File: src/rtl/pool2x2_stream_if.sv
// Stream interface for pool2x2_stream.
// Carries both the input beat stream (in_valid/in_ready/in_data) and the
// pooled output stream (out_valid/out_ready/out_data).
//   slave  : the pooling engine side (consumes in_*, produces out_*)
//   master : the producer/consumer side (drives in_*, accepts out_*)
// Channel c of either data bus sits in bits [c*DW +: DW].
interface pool2x2_stream_if #(
  parameter int DW = 16,
  parameter int CH = 4
) ();
  logic               in_valid;
  logic               in_ready;
  logic [CH*DW-1:0]   in_data;
  logic               out_valid;
  logic               out_ready;
  logic [CH*DW-1:0]   out_data;

  modport slave  (input  in_valid, in_data, out_ready,
                  output in_ready, out_valid, out_data);
  modport master (output in_valid, in_data, out_ready,
                  input  in_ready, out_valid, out_data);
endinterface

File: src/rtl/pool2x2_stream.sv
// 2x2 stride-2 pooling engine over a raster-scan feature map.
// One pixel position per beat, CH signed DW-bit channels per beat.
// Ports:
//   clk, nrst        clock, asynchronous active-low reset
//   start            pulse; latches cfg_* when idle
//   cfg_width/height map size (2..MAX_W / 2..MAX_H), smaller => empty frame
//   cfg_mode         0 = max pooling, 1 = average pooling
//   io               stream interface (slave side): input beats, pooled output
//   busy             high while a frame is in progress
//   done             one-cycle pulse at frame end
// Even rows reduce horizontal pairs into a half-width line buffer; odd rows
// reduce their pair and combine it with the stored partial to form a result.

// Per-channel datapath: pair register, line buffer, reduction and result flop.
module pool2x2_lane #(
  parameter int DW  = 16,
  parameter int LBD = 14,
  parameter int LBA = 4
) (
  input  logic           clk,
  input  logic           nrst,
  input  logic           mode,
  input  logic           hold_en,
  input  logic           lb_wr,
  input  logic           out_ld,
  input  logic [LBA-1:0] lb_idx,
  input  logic [DW-1:0]  px,
  output logic [DW-1:0]  res_q
);
  logic signed [DW-1:0] pair_q, pair_d;
  logic        [DW-1:0] res_d;
  logic signed [DW:0]   lb_q [LBD];
  logic signed [DW:0]   px_x, pr_x, red, lbv, mx;
  logic signed [DW+1:0] sum4, avg;

  always_comb begin
    pair_d = hold_en ? px : pair_q;
    px_x   = {px[DW-1], px};
    pr_x   = {pair_q[DW-1], pair_q};
    // Pair reduction kept at DW+1 bits so an average-mode sum never overflows.
    red    = mode ? (px_x + pr_x) : ((px_x > pr_x) ? px_x : pr_x);
    lbv    = lb_q[lb_idx];
    mx     = (red > lbv) ? red : lbv;
    sum4   = {red[DW], red} + {lbv[DW], lbv};
    avg    = sum4 >>> 2;  // floor toward -inf
    res_d  = out_ld ? (mode ? DW'(avg) : DW'(mx)) : res_q;
  end

  always_ff @(posedge clk or negedge nrst) begin
    if (!nrst) begin
      pair_q <= '0;
      res_q  <= '0;
    end else begin
      pair_q <= pair_d;
      res_q  <= res_d;
    end
  end

  // Line buffer contents need no reset: every entry is written on an even
  // row before the following odd row reads it.
  always_ff @(posedge clk) begin
    if (lb_wr) lb_q[lb_idx] <= red;
  end
endmodule

module pool2x2_stream #(
  parameter int DW    = 16,
  parameter int CH    = 4,
  parameter int MAX_W = 28,
  parameter int MAX_H = 28,
  parameter int CW    = $clog2(MAX_W+1),
  parameter int CHH   = $clog2(MAX_H+1)
) (
  input  logic             clk,
  input  logic             nrst,
  input  logic             start,
  input  logic [CW-1:0]    cfg_width,
  input  logic [CHH-1:0]   cfg_height,
  input  logic             cfg_mode,
  pool2x2_stream_if.slave  io,
  output logic             busy,
  output logic             done
);
  localparam int LBD = MAX_W/2;
  localparam int LBA = (LBD > 1) ? $clog2(LBD) : 1;

  typedef enum logic [2:0] {S_IDLE, S_EVEN_ROW, S_ODD_ROW, S_DRAIN, S_DONE} state_t;

  state_t               state_q, state_d;
  logic [CW-1:0]        col_q, col_d, w_q, w_d;
  logic [CHH-1:0]       row_q, row_d, h_q, h_d;
  logic                 mode_q, mode_d, ov_q, ov_d;
  logic                 in_row, accept, last_col, last_row;
  logic                 hold_en, lb_wr, out_ld;
  logic [LBA-1:0]       lb_idx;
  logic [CH-1:0][DW-1:0] res;

  assign in_row      = (state_q == S_EVEN_ROW) || (state_q == S_ODD_ROW);
  assign busy        = in_row || (state_q == S_DRAIN);
  assign done        = (state_q == S_DONE);
  // A held result blocks input so the result register is never overwritten
  // while the consumer still owes a handshake.
  assign io.in_ready = busy && in_row && (!ov_q || io.out_ready);
  assign accept      = io.in_valid && io.in_ready;
  assign last_col    = (col_q == w_q - CW'(1));
  assign last_row    = (row_q == h_q - CHH'(1));
  // A trailing even column (odd width) lands in the pair register and is
  // simply never consumed; a trailing even row (odd height) fills the line
  // buffer with nothing ever reading it.
  assign hold_en     = accept && !col_q[0];
  assign lb_wr       = accept && (state_q == S_EVEN_ROW) && col_q[0];
  assign out_ld      = accept && (state_q == S_ODD_ROW) && col_q[0];
  assign lb_idx      = LBA'(col_q >> 1);
  assign io.out_valid = ov_q;
  assign io.out_data  = res;

  always_comb begin
    state_d = state_q;
    col_d   = col_q;
    row_d   = row_q;
    w_d     = w_q;
    h_d     = h_q;
    mode_d  = mode_q;
    case (state_q)
      S_IDLE: begin
        if (start) begin
          w_d    = cfg_width;
          h_d    = cfg_height;
          mode_d = cfg_mode;
          col_d  = '0;
          row_d  = '0;
          state_d = (cfg_width < CW'(2) || cfg_height < CHH'(2)) ? S_DONE : S_EVEN_ROW;
        end
      end
      S_EVEN_ROW, S_ODD_ROW: begin
        if (accept) begin
          if (last_col) begin
            col_d = '0;
            row_d = row_q + CHH'(1);
            if (last_row) state_d = S_DRAIN;
            else          state_d = row_d[0] ? S_ODD_ROW : S_EVEN_ROW;
          end else begin
            col_d = col_q + CW'(1);
          end
        end
      end
      S_DRAIN: if (!ov_q || io.out_ready) state_d = S_DONE;
      S_DONE:  state_d = S_IDLE;
      default: state_d = S_IDLE;
    endcase
  end

  // A new result loaded in the same cycle as an output handshake keeps
  // out_valid high with no bubble.
  always_comb begin
    ov_d = ov_q;
    if (out_ld)            ov_d = 1'b1;
    else if (io.out_ready) ov_d = 1'b0;
  end

  always_ff @(posedge clk or negedge nrst) begin
    if (!nrst) begin
      state_q <= S_IDLE;
      col_q   <= '0;
      row_q   <= '0;
      w_q     <= '0;
      h_q     <= '0;
      mode_q  <= 1'b0;
      ov_q    <= 1'b0;
    end else begin
      state_q <= state_d;
      col_q   <= col_d;
      row_q   <= row_d;
      w_q     <= w_d;
      h_q     <= h_d;
      mode_q  <= mode_d;
      ov_q    <= ov_d;
    end
  end

  for (genvar c = 0; c < CH; c++) begin : g_lane
    pool2x2_lane #(.DW(DW), .LBD(LBD), .LBA(LBA)) u_lane (
      .clk     (clk),
      .nrst    (nrst),
      .mode    (mode_q),
      .hold_en (hold_en),
      .lb_wr   (lb_wr),
      .out_ld  (out_ld),
      .lb_idx  (lb_idx),
      .px      (io.in_data[c*DW +: DW]),
      .res_q   (res[c])
    );
  end
endmodule

File: src/flat_wrapper.sv
// flat-port wrapper written by rule: the top's interface ports become plain ports
module pool2x2_stream_flat 
#(
  parameter int DW    = 16,
  parameter int CH    = 4,
  parameter int MAX_W = 28,
  parameter int MAX_H = 28,
  parameter int CW    = $clog2(MAX_W+1),
  parameter int CHH   = $clog2(MAX_H+1)
)
  (clk, nrst, start, cfg_width, cfg_height, cfg_mode, busy, done, io_in_valid, io_in_data, io_out_ready, io_in_ready, io_out_valid, io_out_data);
  pool2x2_stream_if #(.DW(DW), .CH(CH)) io_i ();
  input  logic clk;
  input  logic nrst;
  input  logic start;
  input  logic [CW-1:0] cfg_width;
  input  logic [CHH-1:0] cfg_height;
  input  logic cfg_mode;
  output logic busy;
  output logic done;
  input wire logic [$bits(io_i.in_valid)-1:0] io_in_valid;
  input wire logic [$bits(io_i.in_data)-1:0] io_in_data;
  input wire logic [$bits(io_i.out_ready)-1:0] io_out_ready;
  output wire logic [$bits(io_i.in_ready)-1:0] io_in_ready;
  output wire logic [$bits(io_i.out_valid)-1:0] io_out_valid;
  output wire logic [$bits(io_i.out_data)-1:0] io_out_data;
  assign io_i.in_valid = io_in_valid;
  assign io_i.in_data = io_in_data;
  assign io_i.out_ready = io_out_ready;
  assign io_in_ready = io_i.in_ready;
  assign io_out_valid = io_i.out_valid;
  assign io_out_data = io_i.out_data;
  pool2x2_stream #(.DW(DW), .CH(CH), .MAX_W(MAX_W), .MAX_H(MAX_H), .CW(CW), .CHH(CHH)) u_core (.clk(clk), .nrst(nrst), .start(start), .cfg_width(cfg_width), .cfg_height(cfg_height), .cfg_mode(cfg_mode), .io(io_i), .busy(busy), .done(done));
endmodule
File: config.mk
export PLATFORM = sky130hd
export DESIGN_NAME = pool2x2_stream_flat
export DESIGN_NICKNAME = d
export VERILOG_FILES = /design/src/rtl/pool2x2_stream_if.sv /design/src/rtl/pool2x2_stream.sv /design/src/flat_wrapper.sv
export SDC_FILE = /design/constraint.sdc
export NUM_CORES = 2
export LEC_CHECK = 0
export ABC_CLOCK_PERIOD_IN_PS = 7400
export BUFFER_PORTS_ARGS = -buffer_cell sky130_fd_sc_hd__buf_2
export CAP_MARGIN = 0
export CORE_MARGIN = 2
export CORE_UTILIZATION = 57
export CTS_BUF_LIST = sky130_fd_sc_hd__clkbuf_16
export DETAILED_ROUTE_END_ITERATION = 7
export HOLD_SLACK_MARGIN = 0.08
export MAX_ROUTING_LAYER = met4
export PLACE_DENSITY_LB_ADDON = 0.3
export SLEW_MARGIN = 40
export SYNTH_ARGS = -nofsm -noshare
export SYNTH_HDL_FRONTEND = slang
export SYNTH_SLANG_ARGS = --single-unit
File: constraint.sdc
create_clock -name clk -period 7.4 [get_ports clk]
set_input_delay 1.48 -clock clk [delete_from_list [all_inputs] [get_ports clk]]
set_output_delay 1.48 -clock clk [all_outputs]
set_load 0.03 [all_outputs]
**Yosys cells after proc, flatten, opt, wreduce, memory -nomap -nowiden**

Memory sizes are Yosys's and may differ from the RTL's.
Index checks and enable logic that the tools add are counted.

- Logic and storage cells: 108
- Memories kept: 4
- Bits in writable memories: 952
- Flip-flop bits (word level): 153

Memory list:

| name | words | bits a word | read ports | clocked after memory_dff | write ports | RTL line | text |
|---|---|---|---|---|---|---|---|
| u_core.g_lane[0].u_lane.lb_q | 14 | 17 | 1 | 0 | 1 | pool2x2_stream.sv:32 | `logic signed [DW:0] lb_q [LBD];` |
| u_core.g_lane[1].u_lane.lb_q | 14 | 17 | 1 | 0 | 1 | pool2x2_stream.sv:32 |  |
| u_core.g_lane[2].u_lane.lb_q | 14 | 17 | 1 | 0 | 1 | pool2x2_stream.sv:32 |  |
| u_core.g_lane[3].u_lane.lb_q | 14 | 17 | 1 | 0 | 1 | pool2x2_stream.sv:32 |  |

- Eq/ne operators: 10
- Reductions and logical operators: 22
- Magnitude comparators: 10
- Muxes and demuxes: 35
- $add $sub $neg: 12

Operator list:

| cell | count |
|---|---|
| $mux W17 | 8 |
| $mux W16 | 8 |
| $add A17 B17 Y18 | 4 |
| $add A16 B16 Y17 | 4 |
| $gt A17 B17 Y1 | 4 |
| $gt A16 B16 Y1 | 4 |
| $mux W5 | 5 |
| $pmux W5 S2 | 2 |
| $mux W3 | 6 |
| $add A5 B1 Y5 const B | 2 |
| $eq A5 B5 Y1 | 2 |
| $lt A5 B2 Y1 const B | 2 |
| $sub A5 B1 Y5 const B | 2 |
| $pmux W3 S3 | 1 |
| $logic_and A1 B1 Y1 | 8 |
| $reduce_and A4 Y1 | 2 |
| $eq A3 B2 Y1 const B | 2 |
| $logic_or A1 B1 Y1 | 4 |
| $mux W1 | 4 |
| $ne A2 B1 Y1 const B | 2 |
| $ne A2 B2 Y1 const B | 2 |
| $reduce_bool A2 Y1 | 2 |
| $eq A3 B1 Y1 const B | 1 |
| $eq A3 B3 Y1 const B | 1 |
| 6 further kinds | 7 |

**Longest topological paths before layout**

- Depth in word-level cells: 10
- Gate-level depth with buffers: 23
- Gate-level depth less buffers: 20

**Hierarchy**

From an unflattened synthesis, not the netlist that was laid out.

- Cells, all modules: 3858
- Area total of the unflattened synthesis: 54183.2 µm²

By module, submodules not included:

| module | area an instance (µm²) | cells each | times used | sequential area each (µm²) |
|---|---|---|---|---|
| pool2x2_lane (u_core.g_lane[0].u_lane) | 13379.1 | 963 | 1 | 7947.6 |
| pool2x2_lane (u_core.g_lane[2].u_lane) | 13157.6 | 918 | 1 | 7947.6 |
| pool2x2_lane (u_core.g_lane[1].u_lane) | 13086.3 | 913 | 1 | 7947.6 |
| pool2x2_lane (u_core.g_lane[3].u_lane) | 13051.3 | 897 | 1 | 7947.6 |
| pool2x2_stream | 1508.9 | 167 | 1 | 625.6 |

**Worst setup path before layout**

No wires, ideal clock.

- Path kind: input to register
- From: input port io_out_ready
- To: memory u_core.g_lane[0].u_lane.lb_q[0][0] (netlist name), enable pin
- Stages: 6
- Arrival time: 7.236 ns
- Required time: 6.822 ns
- Path slack: -0.413 ns
- Cell sequence: nand2b_1 > clkbuf_1 > nand4_1 > or2_2 > or3_1 > nor3_1

- Cells in the longest elaborated chain, start to end: 7

Ends and longest elaborated chain:

| item | RTL line | text |
|---|---|---|
| start, declared | flat_wrapper.sv:23 | `input wire logic [$bits(io_i.out_ready)-1:0] io_out_ready;` |
| $logic_or A1 B1 Y1 | pool2x2_stream.sv:103 | `assign io.in_ready = busy && in_row && (!ov_q \|\| io.out_ready);` |
| $logic_and A1 B1 Y1 | pool2x2_stream.sv:103 |  |
| $logic_and A1 B1 Y1 | pool2x2_stream.sv:104 | `assign accept = io.in_valid && io.in_ready;` |
| $logic_and A1 B1 Y1 (2 in a row) | pool2x2_stream.sv:111 | `assign lb_wr = accept && (state_q == S_EVEN_ROW) && col_q[0];` |
| $mux W1 | pool2x2_stream.sv:62 | `if (lb_wr) lb_q[lb_idx] <= red;` |
| $mux W1 (implied by the code) | pool2x2_stream.sv:62 |  |
| end, declared | pool2x2_stream.sv:32 |  |

No other way between the ends.

**Final worst setup path**

- From: input port io_in_data[39]
- To: register u_core.g_lane[2].u_lane.res_q[14]

- Cells in the longest elaborated chain, start to end: 6
- Elaborated cells on any way between the ends: 8
- Classes of those cells: add/sub (2); order compare (2); mux (4)

Ends and longest elaborated chain:

| item | RTL line | text |
|---|---|---|
| start, declared | flat_wrapper.sv:22 | `input wire logic [$bits(io_i.in_data)-1:0] io_in_data;` |
| $gt A16 B16 Y1 (*) | pool2x2_stream.sv:41 | `red = mode ? (px_x + pr_x) : ((px_x > pr_x) ? px_x : pr_x);` |
| $mux W17 (*) (2 in a row) | pool2x2_stream.sv:41 |  |
| via u_core.g_lane[2].u_lane.red[0] | pool2x2_stream.sv:33 | `logic signed [DW:0] px_x, pr_x, red, lbv, mx;` |
| $gt A17 B17 Y1 | pool2x2_stream.sv:43 | `mx = (red > lbv) ? red : lbv;` |
| $mux W16 | pool2x2_stream.sv:43 |  |
| $mux W16 (*) | pool2x2_stream.sv:46 | `res_d = out_ld ? (mode ? DW'(avg) : DW'(mx)) : res_q;` |
| end signal, assigned | pool2x2_stream.sv:55 | `res_q <= res_d;` |
| end, declared | pool2x2_stream.sv:28 | `output logic [DW-1:0] res_q` |

Mark *: on every way through the listed nets, which the timed path passes. The rest lies on a longest branch.
A chain may end at the register's enable or synchronous reset.

==> impl_metrics.tcl <==
set metrics [dict create \
    status "finished, final reports clean" \
    synthFlopType "edfxtp_1" \
    max_slew.worst_pin.slew_ns 0.9081 \
    dp_cells 5148 \
    synthTopCellsByArea "edfxtp_1 53%, mux4_2 8.9%, dfrtp_1 7.2%" \
    syn_avg_cell_area_um2 14.11 \
    dp_hpwl_um 84620 \
    rows 112 \
    slowest_delay_ns 0.58 \
    cp.arrival_ns 6.84 \
    synth.net_count 4146 \
    min_path_type "reg2reg" \
    holdWs_ns 0.4984 \
    drv_slew 0 \
    clk_pin_slew_worst_paths_ns 0.06 \
    wirelength_um 134200 \
    grt_pass1_vias 32900 \
    synth.top_cell.area_share 0.5339 \
    fin_util 0.6448 \
    holdBufCountCts 0 \
    cp.depth 20 \
    irDropWorstVdd_v 0.0004325 \
    antenna_left 0 \
    synthesis.area_um2 53540 \
    grt_overflow_total 0 \
    yosysSeqAreaShare 0.6054 \
    rsz0062_at_grt "false" \
    synth_edf_count 952 \
    p_per_area_nw_per_um2 483.2 \
    grt_max_degree 125 \
    slew_headroom 0.3946 \
    die_h_um 310.5 \
    grt_usage 0.2869 \
    fin_crit_ns 6.291 \
    hold_viol 0 \
    setup_violations 0 \
    cp-end-kind "flop" \
    crit_type "in2reg" \
    dr.pass1.iters 5 \
    fin_setup_tns_ns 0 \
    nNetsFinal 4353 \
    async_flop_share 0.1385 \
    slowest_stage "a2111oi_2" \
    r2r_cells 20 \
    grt_pass1_wl_um 200100 \
    cts_resized 0 \
    crit_buf_inv 2 \
    insertion_delay_ns 0.69 \
    ys_seq_elements 1105 \
    die-area_um2 96400 \
    placed_cell_area_um2 56510 \
    whs_path_depth 2 \
    drv_cap 0 \
    post_drt_wl_per_cell_um 25.11 \
    routabilityCongestion 0.9157 \
    fin_worst_skew_ns 0.03073 \
    cts_setup_buffers 0 \
    drive_gt1_frac 0.1859 \
    clock_sinks 1105 \
    portBuffers 147 \
    die_x_um 310.5 \
    finalCritPeriodShare 0.8501 \
    r2r_slack_ns 1.59 \
    antenna_found_initial 1 \
    vias 33160 \
    crit_path_start_kind "primary input" \
    fmax_mhz 159.0 \
    crit_chain "buf_2 > ha_1 > and2_1 > a221oi_1 > o21ai_1 > nor3_1 > mux2i_4 > buf_4 > mux2i_1 > nand2_1 > and2_1 > ha_1 > nor2b_1 > o311a_1 > o21bai_1 > a211o_1 > a2111oi_2 > o211ai_1 > nor4b_1 > or3_1" \
    critical_path_required_ns 7.95 \
    areaGrowthSynthToFinish_pct 12.22 \
    root_buffer "clkbuf_16" \
    yosysUniqueCellTypes 84 \
    start_util 0.5746 \
    cts_htree_levels 3 \
    pin_count 148 \
    final_area_um2 60090 \
    tritoncts "yes" \
    cp_max_fo 15 \
    instances_no_fill 5343 \
    drtIter0Drc 3175 \
    synth_top_area_cell "edfxtp_1" \
    clock_path_buffers 3 \
    power.leakage_nw 21.84 \
    syn_inst 3794 \
    yosys_warnings 0 \
    via_per_inst 6.207 \
    core_area_um2 93190 \
    drc_errors 0 \
    path_delay_family "compound AO/OA/AOI/OAI gates" \
    cts-buffers-inserted 105 \
]
-- logic make-up after synthesis --
| kind of cell | synth area share |
|---|---|
| simple gates | 0.06183 |
| buf+inv | 0.03003 |
| flops | 0.6054 |
| fa+ha+maj | 0.06412 |
| compound gates | 0.08560 |
| mux | 0.1363 |
| xor+xnor | 0.01668 |
-- registers in the layout, indices dropped and copies added, names as in the netlist --
signal,cells
u_core.col_q,5
u_core.g_lane.u_lane.lb_q,952
u_core.g_lane.u_lane.pair_q,64
u_core.g_lane.u_lane.res_q,64
u_core.h_q,5
u_core.io.out_valid,1
u_core.mode_q,1
u_core.row_q,5
u_core.state_q,3
u_core.w_q,5
-- worst min-delay path, delay by kind of cell, from the launching register on --
family / cells / cell delay, ns
flops: 1 / 0.36
compound gates: 1 / 0.06
simple gates: 1 / 0.05
-- through the flow --
step	power, mW	setup WS [ns]
2_1_floorplan	19.12	0.9891
3_3_place_gp	23.22	0.4651
3_5_place_dp	23.43	0.3921
4_1_cts	29.03	1.045
5_1_grt	30.64	0.7099
6_report	29.04	1.109
-- worst paths after layout --
path,from,to
setup / recovery,io_in_data[39],u_core.g_lane[2].u_lane.res_q[14]
hold / removal,u_core.g_lane[0].u_lane.res_q[7],u_core.g_lane[0].u_lane.res_q[7]
setup reg to reg,u_core.g_lane[2].u_lane.pair_q[7],u_core.g_lane[2].u_lane.res_q[14]
hold reg to reg,u_core.g_lane[0].u_lane.res_q[7],u_core.g_lane[0].u_lane.res_q[7]
max in group asynchronous,nrst,u_core.g_lane[2].u_lane.res_q[5]
min in group asynchronous,nrst,u_core.h_q[2]
-- synthesized netlist by cell type (6+ instances only) --
cell      count
nand3_1      40
or3_1        18
and2_1        8
buf_2        31
nor3_1       58
edfxtp_1    952
inv_1       229
xnor2_1      77
o21a_1       26
o211ai_1     24
a22o_1       12
o21ai_0     151
a311oi_1      9
a31oi_1      22
or2_2         7
mux2i_1     190
ha_1        268
mux4_2      211
buf_4         7
a22oi_1       8
o221ai_1      8
a221oi_1      9
nand4_1      21
and3_1       15
a21oi_1     284
nor2b_1      31
nor2_1      285
nor4_1        8
nand3b_1     10
nand2_1     166
o22ai_1       8
xor2_1       25
o31a_1        7
o21bai_1     24
a211o_1       6
mux2_2       54
clkbuf_1    112
buf_1        23
nand2b_1     30
dfrtp_1     153
o31ai_1      18
a21o_1       27
a211oi_1     27
-- routing by layer --
metal  vias to the layer above  GRT usage  part of all wire
met3                       297    0.03528             0.054
met4                         0     0.1130             0.042
li1                      14840          -                 -
met5                         -          -                 0
met1                     16790     0.3453              0.38
met2                      1237     0.4951              0.52
-- layout by cell type (no fill, tap or decap), types with 77 or more instances in the layout --
cell	count
edfxtp_1	952
a21oi_1	284
nor2_1	272
ha_1	268
inv_1	248
mux4_2	211
mux2i_1	188
nand2_1	165
o21ai_0	151
dfrtp_1	148
buf_2	146
clkbuf_16	106
buf_4	106
xnor2_1	77
-- power breakdown --
part | switching (mW) | internal, mW
Clock | 2.39 | 3.18
Sequential | 0.519 | 8.90
Combinational | 8.77 | 5.28
-- final cells by class --
cell class	instances	area (um^2)
clock inverter	88	898.4
tap	1254	1569
antenna	1	2.502
inverter	229	860.8
clock buffer	106	2653
fill	6640	33100
timing repair buffer	276	1971
sequential	1105	32430
multi-input combinational	2284	19700
(Power assumes the default switching activity.)
